File: src/rtl/vibration_meter.sv
// ----------------------------------------------------------------------------
// vibration_meter
// Takes completed STATUS/X/Y/Z frames from the accelerometer SPI master,
// extracts one signed 16-bit axis sample per accepted frame and tracks the
// min/max over a window of 2^WINDOW_LOG2 samples. At window end it reports the
// peak-to-peak amplitude and an 8-LED thermometer level.
//
// Parameters
//   WINDOW_LOG2  : samples per window = 2^WINDOW_LOG2 (1..8)
//   AXIS         : 0 = X, 1 = Y, 2 = Z
//   SHIFT        : right shift applied to p2p before level mapping (0..15)
//   TIMEOUT_LOG2 : stale timeout = 2^TIMEOUT_LOG2 clocks without a frame
//
// Ports
//   sys_clock   in   1   system clock
//   reset       in   1   asynchronous, active-high reset
//   frame_ready in   1   SPI master ready level, frame accepted on 0->1
//   frame       in  56   {STATUS, X_L, X_H, Y_L, Y_H, Z_L, Z_H}
//   p2p         out 16   unsigned max-min of the last completed window
//   p2p_valid   out  1   one-cycle pulse when p2p updates
//   level       out  8   thermometer bar, LSB lit first
//   overrun     out  1   sticky, set by an accepted frame with STATUS[7]=1
//   stale       out  1   no frame accepted for the timeout period
// ----------------------------------------------------------------------------
module vibration_meter #(
   parameter int unsigned WINDOW_LOG2  = 5,
   parameter int unsigned AXIS         = 0,
   parameter int unsigned SHIFT        = 8,
   parameter int unsigned TIMEOUT_LOG2 = 22
) (
   input  logic        sys_clock,
   input  logic        reset,
   input  logic        frame_ready,
   input  logic [55:0] frame,
   output logic [15:0] p2p,
   output logic        p2p_valid,
   output logic [7:0]  level,
   output logic        overrun,
   output logic        stale
);

   localparam int unsigned CNT_W   = WINDOW_LOG2 + 1;
   localparam int unsigned WIN_LEN = 32'd1 << WINDOW_LOG2;
   localparam int unsigned TMO_W   = TIMEOUT_LOG2 + 1;
   localparam int unsigned TMO_MAX = 32'd1 << TIMEOUT_LOG2;

   typedef enum logic {
      EMPTY = 1'b0,
      ACCUM = 1'b1
   } state_t;

   // Registers
   logic               ready_q;
   logic signed [15:0] sample_q,    sample_d;
   logic               sample_v_q,  sample_v_d;
   state_t             state_q,     state_d;
   logic [CNT_W-1:0]   count_q,     count_d;
   logic signed [15:0] min_q,       min_d;
   logic signed [15:0] max_q,       max_d;
   logic [15:0]        p2p_q,       p2p_d;
   logic               p2p_valid_q, p2p_valid_d;
   logic [7:0]         level_q,     level_d;
   logic               overrun_q,   overrun_d;
   logic               stale_q,     stale_d;
   logic [TMO_W-1:0]   tmo_q,       tmo_d;

   // Combinational helpers
   logic               accept_c;
   logic               sat_c;
   logic signed [15:0] axis_sample_c;
   logic signed [15:0] new_min_c;
   logic signed [15:0] new_max_c;
   logic [CNT_W-1:0]   new_count_c;
   logic [15:0]        diff_c;
   logic               status_unused_c;

   // Thermometer: n = min(8, p >> SHIFT); bit i lit when n > i.
   function automatic logic [7:0] level_map(input logic [15:0] p);
      logic [15:0] shifted;
      logic [7:0]  lvl;
      shifted = p >> SHIFT;
      lvl     = 8'h00;
      for (int i = 0; i < 8; i++) begin
         lvl[i] = (shifted > 16'(i));
      end
      return lvl;
   endfunction

   // Rising edge of the ready level marks a new frame.
   assign accept_c = frame_ready & ~ready_q;

   // Only STATUS[7] is of interest; remaining status bits are ignored.
   assign status_unused_c = ^frame[54:48];

   // Selected axis, bytes arrive low then high.
   always_comb begin
      axis_sample_c = {frame[39:32], frame[47:40]};
      if (AXIS == 1) begin
         axis_sample_c = {frame[23:16], frame[31:24]};
      end else if (AXIS == 2) begin
         axis_sample_c = {frame[7:0], frame[15:8]};
      end
   end

   // Sample capture and sticky overrun.
   always_comb begin
      sample_d   = sample_q;
      sample_v_d = accept_c;
      overrun_d  = overrun_q;
      if (accept_c) begin
         sample_d = axis_sample_c;
         if (frame[55]) begin
            overrun_d = 1'b1;
         end
      end
   end

   // Stale timeout; an accept in the saturating cycle wins.
   always_comb begin
      tmo_d = tmo_q;
      if (accept_c) begin
         tmo_d = '0;
      end else if (tmo_q != TMO_W'(TMO_MAX)) begin
         tmo_d = tmo_q + TMO_W'(1);
      end
      sat_c   = ~accept_c & (tmo_d == TMO_W'(TMO_MAX));
      stale_d = sat_c;
   end

   // Window FSM: next state and outputs.
   always_comb begin
      state_d     = state_q;
      count_d     = count_q;
      min_d       = min_q;
      max_d       = max_q;
      p2p_d       = p2p_q;
      p2p_valid_d = 1'b0;
      level_d     = level_q;
      new_min_c   = min_q;
      new_max_c   = max_q;
      new_count_c = count_q;
      diff_c      = 16'h0000;

      if (sample_v_q) begin
         if (state_q == EMPTY) begin
            new_min_c   = sample_q;
            new_max_c   = sample_q;
            new_count_c = CNT_W'(1);
         end else begin
            new_min_c   = (sample_q < min_q) ? sample_q : min_q;
            new_max_c   = (sample_q > max_q) ? sample_q : max_q;
            new_count_c = count_q + CNT_W'(1);
         end

         // max >= min, so the modulo-2^16 difference is the exact span.
         diff_c = unsigned'(new_max_c) - unsigned'(new_min_c);

         if (new_count_c == CNT_W'(WIN_LEN)) begin
            p2p_d       = diff_c;
            p2p_valid_d = 1'b1;
            level_d     = level_map(diff_c);
            count_d     = '0;
            state_d     = EMPTY;
         end else begin
            min_d   = new_min_c;
            max_d   = new_max_c;
            count_d = new_count_c;
            state_d = ACCUM;
         end
      end else if (sat_c) begin
         // No frames for too long: drop the partial window and blank the bar.
         state_d = EMPTY;
         count_d = '0;
         level_d = 8'h00;
      end
   end

   // State register.
   always_ff @(posedge sys_clock or posedge reset) begin
      if (reset) begin
         ready_q     <= 1'b1;
         sample_q    <= '0;
         sample_v_q  <= 1'b0;
         state_q     <= EMPTY;
         count_q     <= '0;
         min_q       <= '0;
         max_q       <= '0;
         p2p_q       <= '0;
         p2p_valid_q <= 1'b0;
         level_q     <= '0;
         overrun_q   <= 1'b0;
         stale_q     <= 1'b0;
         tmo_q       <= '0;
      end else begin
         ready_q     <= frame_ready;
         sample_q    <= sample_d;
         sample_v_q  <= sample_v_d;
         state_q     <= state_d;
         count_q     <= count_d;
         min_q       <= min_d;
         max_q       <= max_d;
         p2p_q       <= p2p_d;
         p2p_valid_q <= p2p_valid_d;
         level_q     <= level_d;
         overrun_q   <= overrun_d;
         stale_q     <= stale_d;
         tmo_q       <= tmo_d;
      end
   end

   assign p2p       = p2p_q;
   assign p2p_valid = p2p_valid_q;
   assign level     = level_q;
   assign overrun   = overrun_q;
   assign stale     = stale_q;

endmodule

File: config.mk
export PLATFORM = sky130hd
export DESIGN_NAME = vibration_meter
export DESIGN_NICKNAME = d
export VERILOG_FILES = /design/src/rtl/vibration_meter.sv
export SDC_FILE = /design/constraint.sdc
export NUM_CORES = 1
export LEC_CHECK = 0
export ABC_AREA = 1
export ABC_CLOCK_PERIOD_IN_PS = 4500
export CAP_MARGIN = 10
export CORE_MARGIN = 2
export CORE_UTILIZATION = 51
export DETAILED_ROUTE_END_ITERATION = 8
export HOLD_SLACK_MARGIN = 0.05
export PLACE_DENSITY = 0.88
export SLEW_MARGIN = 30
export SYNTH_ARGS = -nofsm -noshare
export SYNTH_HDL_FRONTEND = slang
export SYNTH_SLANG_ARGS = --single-unit
File: constraint.sdc
create_clock -name sys_clock -period 4.5 [get_ports sys_clock]
set_input_delay 0.9 -clock sys_clock [delete_from_list [all_inputs] [get_ports sys_clock]]
set_output_delay 0.9 -clock sys_clock [all_outputs]
set_load 0.02 [all_outputs]
* Word level (Yosys, flattened, before mapping)
Cells that the tools add are included.
** Operators by class
- Add/subtract/negate cells :: 3
- Order comparisons :: 10
- Equal/unequal tests :: 4
- Muxes and demuxes :: 21
- Bitwise operators :: 5
- Reductions and logical operators :: 5
** Operator list (count)
- 16-bit two-way mux :: 6
- 23-bit two-way mux :: 2
- 8-bit by 3-bit greater-than comparator with 1-bit output, second input constant :: 4
- 6-bit two-way mux :: 5
- 8-bit two-way mux :: 3
- 23-bit by 1-bit adder with 23-bit output, second input constant :: 1
- 23-bit equality test, second input constant :: 1
- 23-bit inequality test, second input constant :: 1
- 16-bit greater-than comparator :: 1
- 8-bit by 1-bit greater-than comparator with 1-bit output, second input constant :: 2
- 8-bit by 2-bit greater-than comparator with 1-bit output, second input constant :: 2
- 16-bit < comparator :: 1
- 16-bit subtractor :: 1
- 2-bit AND reduction :: 4
- 6-bit by 1-bit adder with 6-bit output, second input constant :: 1
- 6-bit equality test, second input constant :: 1
- 1-bit two-way mux :: 5
- 1-bit NOT :: 3
- 1-bit AND :: 2
- 2-bit by 1-bit inequality test with 1-bit output, second input constant :: 1
- 2-bit nonzero test :: 1
** Storage, ports and cells
- Flip-flop bits (word level) :: 107
- Bits of input ports :: 59
- Output and inout port bits :: 27
- Logic and storage cells :: 61

* Depth between registers and ports, before layout
Gate-level depths: netlist (run 1).
- Word-level depth :: 8
- Depth in mapped cells :: 39
- Mapped depth without buffers :: 38

* Worst setup path after synthesis (run 1)
No wires, ideal clock.
- Path kind :: reg2reg
- From :: reg sample_q[15]
- To :: reg level_q[0] (netlist: level[0])
- Library setup time :: 0.117 ns
- Arrival :: 4.124 ns
- Data required time :: 4.383 ns
- Setup slack :: 0.259 ns
- Stages on the path, launching flop included :: 29
- Buffers on the path :: 2
- Period minus slack after synthesis :: 4.241 ns
- Path through :: dfrtp_1 > ha_1 > nand2_1 > nor3_1 > nand2_1 > nand2_1 > nand2_1 > nand2_1 > nand2_1 > nand2_2 > clkbuf_1 > clkbuf_1 > o21ai_0 > ha_1 > fa_1 > o21ai_0 > a21oi_1 > o21ai_0 > inv_1 > nor2_1 > nand2_1 > nand2_1 > nand2_1 > nand3_1 > nand2_1 > nor3_1 > nand3_1 > nand3_2 > nand2_1
** On the way
- Word-level cells in the longest chain between the ends :: 8
- Elaborated cells between the ends (all ways) :: 12
- Those cells by class :: add/sub (1); order compare (3); mux (8)
** Ends and longest elaborated chain
- start: declaration :: line 54 : logic signed [15:0] sample_q, sample_d;
- start signal: assignment :: line 196 : sample_q <= sample_d;
- 16-bit greater-than comparator or 16-bit < comparator (tied branches) :: line 151, 150
- 16-bit two-way mux (on tied branches) :: line 151, 150
- 16-bit two-way mux :: line 145 : if (state_q == EMPTY) begin
- 16-bit two-way mux :: line 144 : if (sample_v_q) begin
- 16-bit subtractor (*) :: line 156 : diff_c = unsigned'(new_max_c) - unsigned'(new_min_c);
- 8-bit by 1-bit greater-than comparator with 1-bit output (*) :: line 84 : lvl[i] = (shifted > 16'(i));
- 8-bit two-way mux (*) :: line 158 : if (new_count_c == CNT_W'(WIN_LEN)) begin
- 8-bit two-way mux (*) :: line 144
- end signal: assignment :: line 204 : level_q <= level_d;
- end: declaration :: line 62 : logic [7:0] level_q, level_d;
Every way passes the cells marked *; elsewhere a longest branch is shown, timed or not. The select of a mux whose other input is x is not followed.
A chain may end at the register's enable or synchronous reset.

* Worst setup path in the final report (run 1)
- From :: reg sample_q[13]
- To :: reg level_q[4] (netlist: level[4])
** On the way
- Word-level cells in the longest chain between the ends :: 8
- Elaborated cells between the ends (all ways) :: 12
- Those cells by class :: add/sub (1); order compare (3); mux (8)
** Ends and longest elaborated chain (line)
- 16-bit greater-than comparator or 16-bit < comparator (tied branches) :: 151, 150
- 16-bit two-way mux (on tied branches) :: 151, 150
- 16-bit two-way mux :: 145
- 16-bit two-way mux :: 144
- 16-bit subtractor (*) :: 156
- 8-bit by 3-bit greater-than comparator with 1-bit output (*) :: 84
- 8-bit two-way mux (*) :: 158
- 8-bit two-way mux (*) :: 144
Marked as above.

==> results of run 1 <==
logic make-up (layout without fill, tap and decap cells):
kind of cell               count (synthesis)  after routing
adders and majority gates                 49             49
DFF                                      107            107
and+or+nand+nor                          439            439
AOI/OAI and AO/OA                        142            142
buffers and inverters                    151            202
xor gates and xnor gates                  15             15
layout make-up:
cell class	count	area share
multi-input combinational	645	0.4502
tap	172	0.02772
clock inverter	6	0.01128
clock buffer	10	0.03079
sequential	107	0.3453
timing repair buffer	56	0.07060
inverter	130	0.06415
final timing paths:
kind / slack, ns / end / cells past startpoint / from
setup / recovery: 0.34 / level[4] / 21 / sample_q[13]
hold / removal: 0.46 / overrun / 1 / overrun
setup reg to reg: 0.34 / level[4] / 21 / sample_q[13]
hold reg to reg: 0.46 / overrun / 1 / overrun
max in group asynchronous: 2.67 / p2p[15] / 3 / reset
min in group asynchronous: 1.07 / tmo_q[16] / 2 / reset
per-stage QoR:
stage	total power [W]	hold slack, ns	TNS, ns
CTS	0.004652	0.4637	0
floorplan	0.003152	0.4530	0
finish	0.004795	0.4599	0
global route	0.005257	0.4972	-0.1041
global placement	0.003698	0.4391	0
detailed placement	0.003762	0.4477	0
worst max-delay path: stages (launching register included):
cell and delay [ns]:
dfrtp_1 0.44, ha_1 0.35, a21oi_1 0.20, o21bai_1 0.08, a21oi_1 0.16, nand2_1 0.07
nand2_1 0.06, nand2_1 0.05, nand2_1 0.14, nand2_4 0.11, buf_4 0.25, o21ai_0 0.25
ha_1 0.35, a21oi_1 0.28, o21ai_0 0.17, a221oi_1 0.28, nand2_1 0.10, xor2_1 0.17
nor2_2 0.24, nand3_1 0.12, nand3_1 0.09, nand2_1 0.05
cell usage after synthesis, types with 4 or more instances:
library cell	instances
o22ai_1	4
nand2_1	277
clkbuf_1	18
nand3_1	37
ha_1	48
o21bai_1	5
dfrtp_1	106
o21ai_0	70
nor4_1	5
xor2_1	12
inv_2	11
a21oi_1	46
inv_1	115
nor2_1	60
nor3_1	17
nand4_1	17
o21ai_1	7
nand3b_1	4
where the power goes:
group	internal (W)	total, W	switching (W)
clock	0.000504	0.000866	0.000362
sequential	0.00116	0.00130	0.000140
combinational	0.000983	0.00263	0.00165
per-layer routing:
layer | global-route usage | up-vias | share of wire
met5 | 0 | - | 0
met4 | 0.07292 | 0 | 0.020
met3 | 0.05309 | 21 | 0.041
met2 | 0.3757 | 118 | 0.50
met1 | 0.2637 | 2743 | 0.44
li1 | - | 3005 | -
repair_timing:
item	in CTS	in global routing
setup buffers	0	1
gates resized for setup	0	25
hold buffers	0	0
endpoints found under the setup margin	0	10
registers in the layout, summed over array words and instances (netlist names):
name	flops
max_q	16
sample_v_q	1
tmo_q	23
count_q	6
p2p_valid	1
stale	1
sample_q	16
p2p	16
ready_q	1
state_q	1
overrun	1
level	8
min_q	16
==> impl_results.rst, run 1 <==
.. list-table::
   :header-rows: 1

   * - Metric
     - Value
   * - Count of distinct cell types in the synthesized netlist
     - 45
   * - Tightest Pin Transition
     - ~0.82 ns
   * - Cell at the root of the clock tree
     - clkbuf_16
   * - Clock tree from TritonCTS
     - yes
   * - Gate Count Post-Synth
     - 903
   * - # Max-Cap Violations
     - 0
   * - Die extent in x
     - 118.5 um
   * - Post-synthesis cell type with the largest combined area
     - dfrtp_1
   * - Die outline area
     - roughly 14,000 um^2
   * - Synthesized Nets
     - 1,011
   * - Placed insts
     - around 1.1k
   * - Worst Setup Start Kind
     - flop
   * - H-tree Lvls
     - 3
   * - Post-synthesis share of cell area spent on and, or, nand and nor gates
     - 0.2880
   * - Diode count
     - 0
   * - Minimum clock period after layout
     - roughly 4.2 ns
   * - Skew final
     - about 0.008 ns
   * - Via count
     - slightly below 6k
   * - Top Ports
     - 86
   * - Count of port buffers added during placement
     - 46
   * - Synthesized-area fraction occupied by adder cells
     - 0.09287
   * - Vertical die dimension
     - 118.5 um
   * - Iteration-0 DRC count of the detailed router
     - 405
   * - Max Clock Freq
     - 240.5 MHz
   * - Number of setup violations in the final report
     - 0
   * - Count of standard-cell rows
     - 41
   * - Number of enable flip-flop cells after synthesis
     - 0
   * - Remaining Overflow, GRT
     - 0
   * - Maximum count of clock buffers along a single path
     - 2
   * - Period Utilization, post-route
     - 0.9241
   * - Synthesized area per cell
     - 7.401 um^2
   * - Antenna violations before repair
     - 0
   * - Total core area
     - about 13,000 um^2
   * - Final core area utilization
     - 0.6101
   * - Clock edge transition at the registers on the reported setup and hold paths
     - about 0.070 ns
   * - Endpoint type of the worst setup path
     - flop
   * - Worst slack after detailed placement
     - 0.1245 ns
   * - Post-synth top flop
     - dfrtp_1
   * - HPWL reported at the end of detailed placement
     - 10,750 um
   * - Top cells by area in the synthesized netlist
     - dfrtp_1, nand2_1, ha_1, inv_1, o21ai_0
   * - Detailed Routing Iterations Pass 1
     - 5
   * - Post-place instance area
     - 7353 um^2
   * - Total DRC errors in the routed layout
     - 0
   * - Final Hold Viols
     - 0
   * - DR vias/cell
     - approximately 5.2
   * - Asr flop ratio synth
     - 1.000
   * - Mux contribution to synthesized area
     - 0
   * - Run status
     - finished clean
   * - Pwr/cell area
     - 617.7 nW/um^2
   * - Routability cong.
     - 0.9003
   * - Synthesis Warnings
     - 0
   * - Leakage power summed over all cells
     - 3.951 nW
   * - TritonCTS buffer count
     - 9
   * - Min setup slack post-route
     - about 0.34 ns
   * - Cell area after synthesis
     - ~6700 um^2
   * - Hold Path Class
     - flop to flop
   * - Non-Filler Cell Area, Final
     - roughly 7800 um^2
   * - Final routed wirelength across all metal layers
     - 14,540 um
   * - Synthesized-area fraction occupied by xor and xnor cells
     - 0.01966
   * - Yosys top cell area share
     - 0.3969
   * - Endpoint arrival time on the critical path
     - 4.41 ns
   * - Proportion of layout cells with a drive suffix above 1
     - 0.07757
   * - CTS sink cnt
     - ~110
   * - Final cell count without fillers
     - 1,126
   * - Flip-flop and latch count after synthesis
     - roughly 110
   * - Most common cell after layout, fill and taps aside
     - nand2_1
   * - Fraction of the yosys area taken by sequential cells
     - 0.4009
   * - Slew Viols, Final
     - 0
   * - Combinational family with the most area after synthesis
     - simple AND/OR/NAND/NOR gates
   * - First-pass GRT wire length
     - 25,030 um
   * - Largest net degree at the start of global routing
     - 88
   * - Worst-path fanout max
     - 23
   * - FF+latch area
     - 2680 um^2
   * - DR WL/cell
     - 12.91 um
   * - Tot GR Track Use
     - 0.2167
   * - Via count of the first global-routing pass
     - around 5.7k
   * - Slew Limit Headroom
     - 0.4528
   * - NumNets Final
     - 1,057
   * - Most frequent cells in the layout
     - nand2_1, inv_1, dfrtp_1
   * - Area added between synthesis and finish
     - 16.16%
   * - Data required time of the worst path
     - around 4.8 ns
   * - Multi-input gate area in the final layout
     - roughly 3500 um^2
   * - Compound-gate portion of the synthesized area
     - 0.1129
   * - Number of filler cells placed in the layout
     - 1,142
   * - Critical Setup Path Class
     - flop to flop
   * - Initial Utilization
     - 0.5253
   * - Final ANT Viol Nets
     - 0
   * - Insertion delay to the later sink of the worst-skew pair
     - 0.36 ns
   * - Worst ir drop on vdd
     - roughly 0.48 mV
(Power assumes the default switching activity.)
==> run 2, diff against run 1 <==
--- a/config.mk
+++ b/config.mk
@@ -5,7 +5,6 @@
 export SDC_FILE = /design/constraint.sdc
 export NUM_CORES = 1
 export LEC_CHECK = 0
-export ABC_AREA = 1
 export ABC_CLOCK_PERIOD_IN_PS = 4500
 export CAP_MARGIN = 10
 export CORE_MARGIN = 2
==> run 2 against run 1 <==
Wire length is 56% higher. Critical endpoint unchanged. Die area up 2.3%. First-iteration DRC count up 83%. Clock skew rose by 0.0068 ns. Register-to-register slack got worse by 1.1 ns. Utilization increased by 11 points. Critical path depth up 2. The run now ends with negative setup slack left. Non-clock buffer count up 129.
==> impl_results.rst, run 2 <==
.. list-table::
   :header-rows: 1

   * - Metric
     - Value
   * - Run status
     - complete, but fails checks (was finished clean)
   * - Violations in the final reports
     - negative setup slack
   * - Hold Path Class
     - flop to flop (unchanged)
   * - Critical Setup Path Class
     - flop to flop (unchanged)
   * - HPWL reported at the end of detailed placement
     - 12,670 um (was 10,750 um)
   * - Total chip power
     - 0.007881 W (was 0.004795 W)
   * - # Max-Cap Violations
     - 0 (unchanged)
   * - Slew Viols, Final
     - 0 (unchanged)
   * - Final Hold Viols
     - 0 (unchanged)
   * - Total DRC errors in the routed layout
     - 0 (unchanged)
   * - Worst Setup Start Kind
     - flop (unchanged)
   * - Count of port buffers added during placement
     - 46 (unchanged)
   * - Iteration-0 DRC count of the detailed router
     - 743 (was 405)
   * - Start of the worst register-to-register path
     - sample_q[15] (was sample_q[13])
   * - Yosys top cell area share
     - 0.3876 (was 0.3969)
   * - Tightest Pin Transition
     - 0.9602 ns (was 0.8200 ns)
   * - H-tree Lvls
     - 3 (unchanged)
   * - NumNets Final
     - 1,052 (was 1,057)
   * - Post-synthesis cell type with the largest combined area
     - dfrtp_1 (unchanged)
   * - Endpoint type of the worst setup path
     - flop (unchanged)
   * - Slew Limit Headroom
     - 0.3585 (was 0.4528)
   * - Asr flop ratio synth
     - 1.000 (unchanged)
   * - Count of distinct cell types in the synthesized netlist
     - 73 (was 45)
   * - CTS sink cnt
     - 107 (unchanged)
   * - Worst ir drop on vdd
     - 0.4518 mV (was 0.4755 mV)
   * - Library cell with the highest instance count after synthesis
     - dfrtp_1 (was nand2_1)
   * - First-pass GRT wire length
     - 32,860 um (was 25,030 um)
   * - Largest net degree at the start of global routing
     - 64 (was 88)
   * - Gate Count Post-Synth
     - 778 (was 903)
   * - Min setup slack post-route
     - -0.7771 ns (was 0.3417 ns)
   * - Period Utilization, post-route
     - 1.173 (was 0.9241)
   * - Post-synth top flop
     - dfrtp_1 (unchanged)
   * - Routability cong.
     - 0.9335 (was 0.9003)
   * - DR WL/cell
     - 20.19 um (was 12.91 um)
   * - Endpoint of the lowest-slack register-to-register path
     - level[4] (unchanged)
   * - Final core area utilization
     - 0.7240 (was 0.6101)
   * - DR vias/cell
     - 6.305 (was 5.228)
   * - Cell at the root of the clock tree
     - clkbuf_16 (unchanged)
   * - Via count of the first global-routing pass
     - 6,761 (was 5,672)
   * - Pwr/cell area
     - 825.3 nW/um^2 (was 617.7 nW/um^2)
   * - Final ANT Viol Nets
     - 0 (unchanged)
   * - Flip-flop and latch count after synthesis
     - 107 (unchanged)
   * - Count of standard-cell rows
     - 42 (was 41)
   * - Final cell count without fillers
     - 1,125 (was 1,126)
   * - Data required time of the worst path
     - 4.74 ns (was 4.75 ns)
   * - Synthesized Nets
     - 886 (was 1,011)
   * - Endpoint arrival time on the critical path
     - 5.52 ns (was 4.41 ns)
   * - Synthesized area per cell
     - 8.797 um^2 (was 7.401 um^2)
   * - Skew final
     - 0.01476 ns (was 0.007982 ns)
   * - Via count
     - 7,093 (was 5,887)
   * - Most common cell after layout, fill and taps aside
     - buf_4 (was nand2_1)
   * - List of most frequent post-synthesis cells
     - dfrtp_1, nand2_1, nor2_1 (was nand2_1, inv_1, dfrtp_1)
   * - Total core area
     - 13,190 um^2 (was 12,720 um^2)
   * - Antenna violations before repair
     - 0 (unchanged)
   * - Count of hold-fix buffers inserted at cts
     - 0 (unchanged)
   * - Clock edge transition at the registers on the reported setup and hold paths
     - 0.08 ns (was 0.07 ns)
   * - Initial Utilization
     - 0.5189 (was 0.5253)
   * - TritonCTS buffer count
     - 9 (unchanged)
   * - Minimum clock period after layout
     - 5.277 ns (was 4.158 ns)
   * - Destination of the critical timing path
     - level[4] (unchanged)
   * - Final routed wirelength across all metal layers
     - 22,710 um (was 14,540 um)
   * - Top Ports
     - 86 (unchanged)
   * - Number of setup violations in the final report
     - 17 (was 0)
   * - Die outline area
     - 14,360 um^2 (was 14,040 um^2)
   * - Remaining Overflow, GRT
     - 0 (unchanged)
   * - Vertical die dimension
     - 119.8 um (was 118.5 um)
   * - Proportion of layout cells with a drive suffix above 1
     - 0.3109 (was 0.07757)
   * - Insertion delay to the later sink of the worst-skew pair
     - 0.38 ns (was 0.36 ns)
   * - Fraction of the yosys area taken by sequential cells
     - 0.3914 (was 0.4009)
   * - Unrepaired setup endpoints after global routing
     - yes
   * - Tot GR Track Use
     - 0.2886 (was 0.2167)
   * - Diode count
     - 0 (unchanged)
   * - Placed insts
     - 1,087 (was 1,109)
   * - Max Clock Freq
     - 189.5 MHz (was 240.5 MHz)
   * - Worst R2R Path Depth
     - 23 (was 21)
   * - Register-to-Register Setup Slack
     - -0.78 ns (was 0.34 ns)
   * - Die extent in x
     - 119.8 um (was 118.5 um)
   * - Synthesis Warnings
     - 0 (unchanged)
   * - Worst-path fanout max
     - 8 (was 23)
   * - Top cells by area in the synthesized netlist
     - dfrtp_1, ha_1, nand2_1, o21ai_0, nor2_1 (was dfrtp_1, nand2_1, ha_1, inv_1, o21ai_0)
   * - Number of flip-flops under the largest register name
     - 23 (unchanged)
   * - Detailed Routing Iterations Pass 1
     - 5 (unchanged)
   * - Area added between synthesis and finish
     - 39.52% (was 16.16%)
   * - Clock tree from TritonCTS
     - yes (unchanged)
   * - Critical path launch point
     - sample_q[15] (was sample_q[13])
   * - Cell area after synthesis
     - 6844 um^2 (was 6683 um^2)
   * - Maximum count of clock buffers along a single path
     - 2 (unchanged)
   * - Leakage power summed over all cells
     - 4.309 nW (was 3.951 nW)
   * - Register with the most flip-flops
     - tmo_q (unchanged)
   * - Most frequent cells in the layout
     - buf_4, dfrtp_1, nand2_1 (was nand2_1, inv_1, dfrtp_1)
   * - Number of enable flip-flop cells after synthesis
     - 0 (unchanged)
[run 2: cell types whose count changed in the layout (fill, tap and decap cells not counted), moves of 15 or more]
cell,delta
ha_1,-17
ha_4,+17
o21ai_0,-15
nor2_1,+15
inv_1,-70
nand2_1,-177
mux2_2,+17
buf_4,+118
nand3_1,-20
[run 2: what timing repair did]
action	4_1_cts	5_1_grt
setup buffers	12	15
cloned	0	0
gates resized for setup	60	51
setup endpoints to repair	17	17
pin swaps	25	30
[run 2: per-layer routing]
layer,part of all wire,track usage
met2,0.50,0.4939
met4,0.058,0.1684
met5,0,0
met1,0.38,0.3480
met3,0.066,0.03897
[run 2: logic make-up (layout without fill, tap and decap cells)]
| family | Yosys count | in the layout | synth area share |
|---|---|---|---|
| compound gates | 185 | 185 | 0.1750 |
| simple gates | 301 | 301 | 0.2174 |
| buf+inv | 80 | 251 | 0.04534 |
| flops | 107 | 107 | 0.3914 |
| fa+ha+maj | 50 | 50 | 0.09269 |
| mux | 22 | 22 | 0.03601 |
| xor+xnor | 33 | 33 | 0.04223 |
[run 2: report_power, final]
| part | internal (W) | switching [W] |
|---|---|---|
| Clock | 0.000446 | 0.000417 |
| Combinational | 0.00265 | 0.00307 |
| Sequential | 0.00115 | 0.000153 |
[run 2: worst min-delay path by stage]
stage	start	to	slack, ns	cells after the start
6_report	overrun	overrun	0.46	1
5_1_grt	overrun	overrun	0.48	1
4_1_cts	overrun	overrun	0.47	1
3_5_place_dp	overrun	overrun	0.45	1
3_3_place_gp	overrun	overrun	0.44	1
2_1_floorplan	max_q[1]	max_q[1]	0.45	2
[run 2: cell type report]
| class | count | area (um^2) |
|---|---|---|
| clock buffers | 10 | 229.0 |
| flip-flops and latches | 107 | 2689 |
| well taps | 176 | 220.2 |
| multi-input cells | 591 | 4584 |
| inverters | 50 | 190.2 |
| fillers | 803 | 3641 |
| repair buffers | 185 | 1558 |
| clock inverters | 6 | 78.83 |
[run 2: stage by stage]
stage | setup slack, ns | hold slack [ns] | instance area (um^2) | TNS, ns
detailed placement | -0.7251 | 0.4482 | 8454 | -8.806
global placement | -0.6171 | 0.4416 | 8454 | -7.046
finish | -0.7771 | 0.4644 | 9549 | -9.385
floorplan | -0.3425 | 0.4498 | 7034 | -2.959
CTS | -0.5273 | 0.4704 | 9174 | -5.565
global route | -0.9622 | 0.4845 | 9549 | -12.23
[run 2: worst max-delay path, cell delays in order (launching register included)]
cell      delay, ns
dfrtp_2        0.48
ha_4           0.29
nand4_4        0.14
o22ai_2        0.11
or3_4          0.34
or4_4          0.52
a31o_4         0.27
buf_6          0.14
buf_6          0.12
a21oi_4        0.14
inv_1          0.06
ha_1           0.28
nor2b_4        0.13
o21ai_2        0.14
nand2b_1       0.12
a21o_1         0.17
a21o_1         0.22
a21oi_4        0.27
a211oi_2       0.14
o211ai_1       0.26
nand3_2        0.14
o41ai_4        0.38
buf_6          0.20
nand3_2        0.09
==> run 3, diff against run 2 <==
--- a/config.mk
+++ b/config.mk
@@ -9,6 +9,7 @@
 export CAP_MARGIN = 10
 export CORE_MARGIN = 2
 export CORE_UTILIZATION = 51
+export CTS_CLUSTER_SIZE = 20
 export DETAILED_ROUTE_END_ITERATION = 8
 export HOLD_SLACK_MARGIN = 0.05
 export PLACE_DENSITY = 0.88
==> results of run 3 <==
Final layout, timing and power as in run 2 (identical DEF).
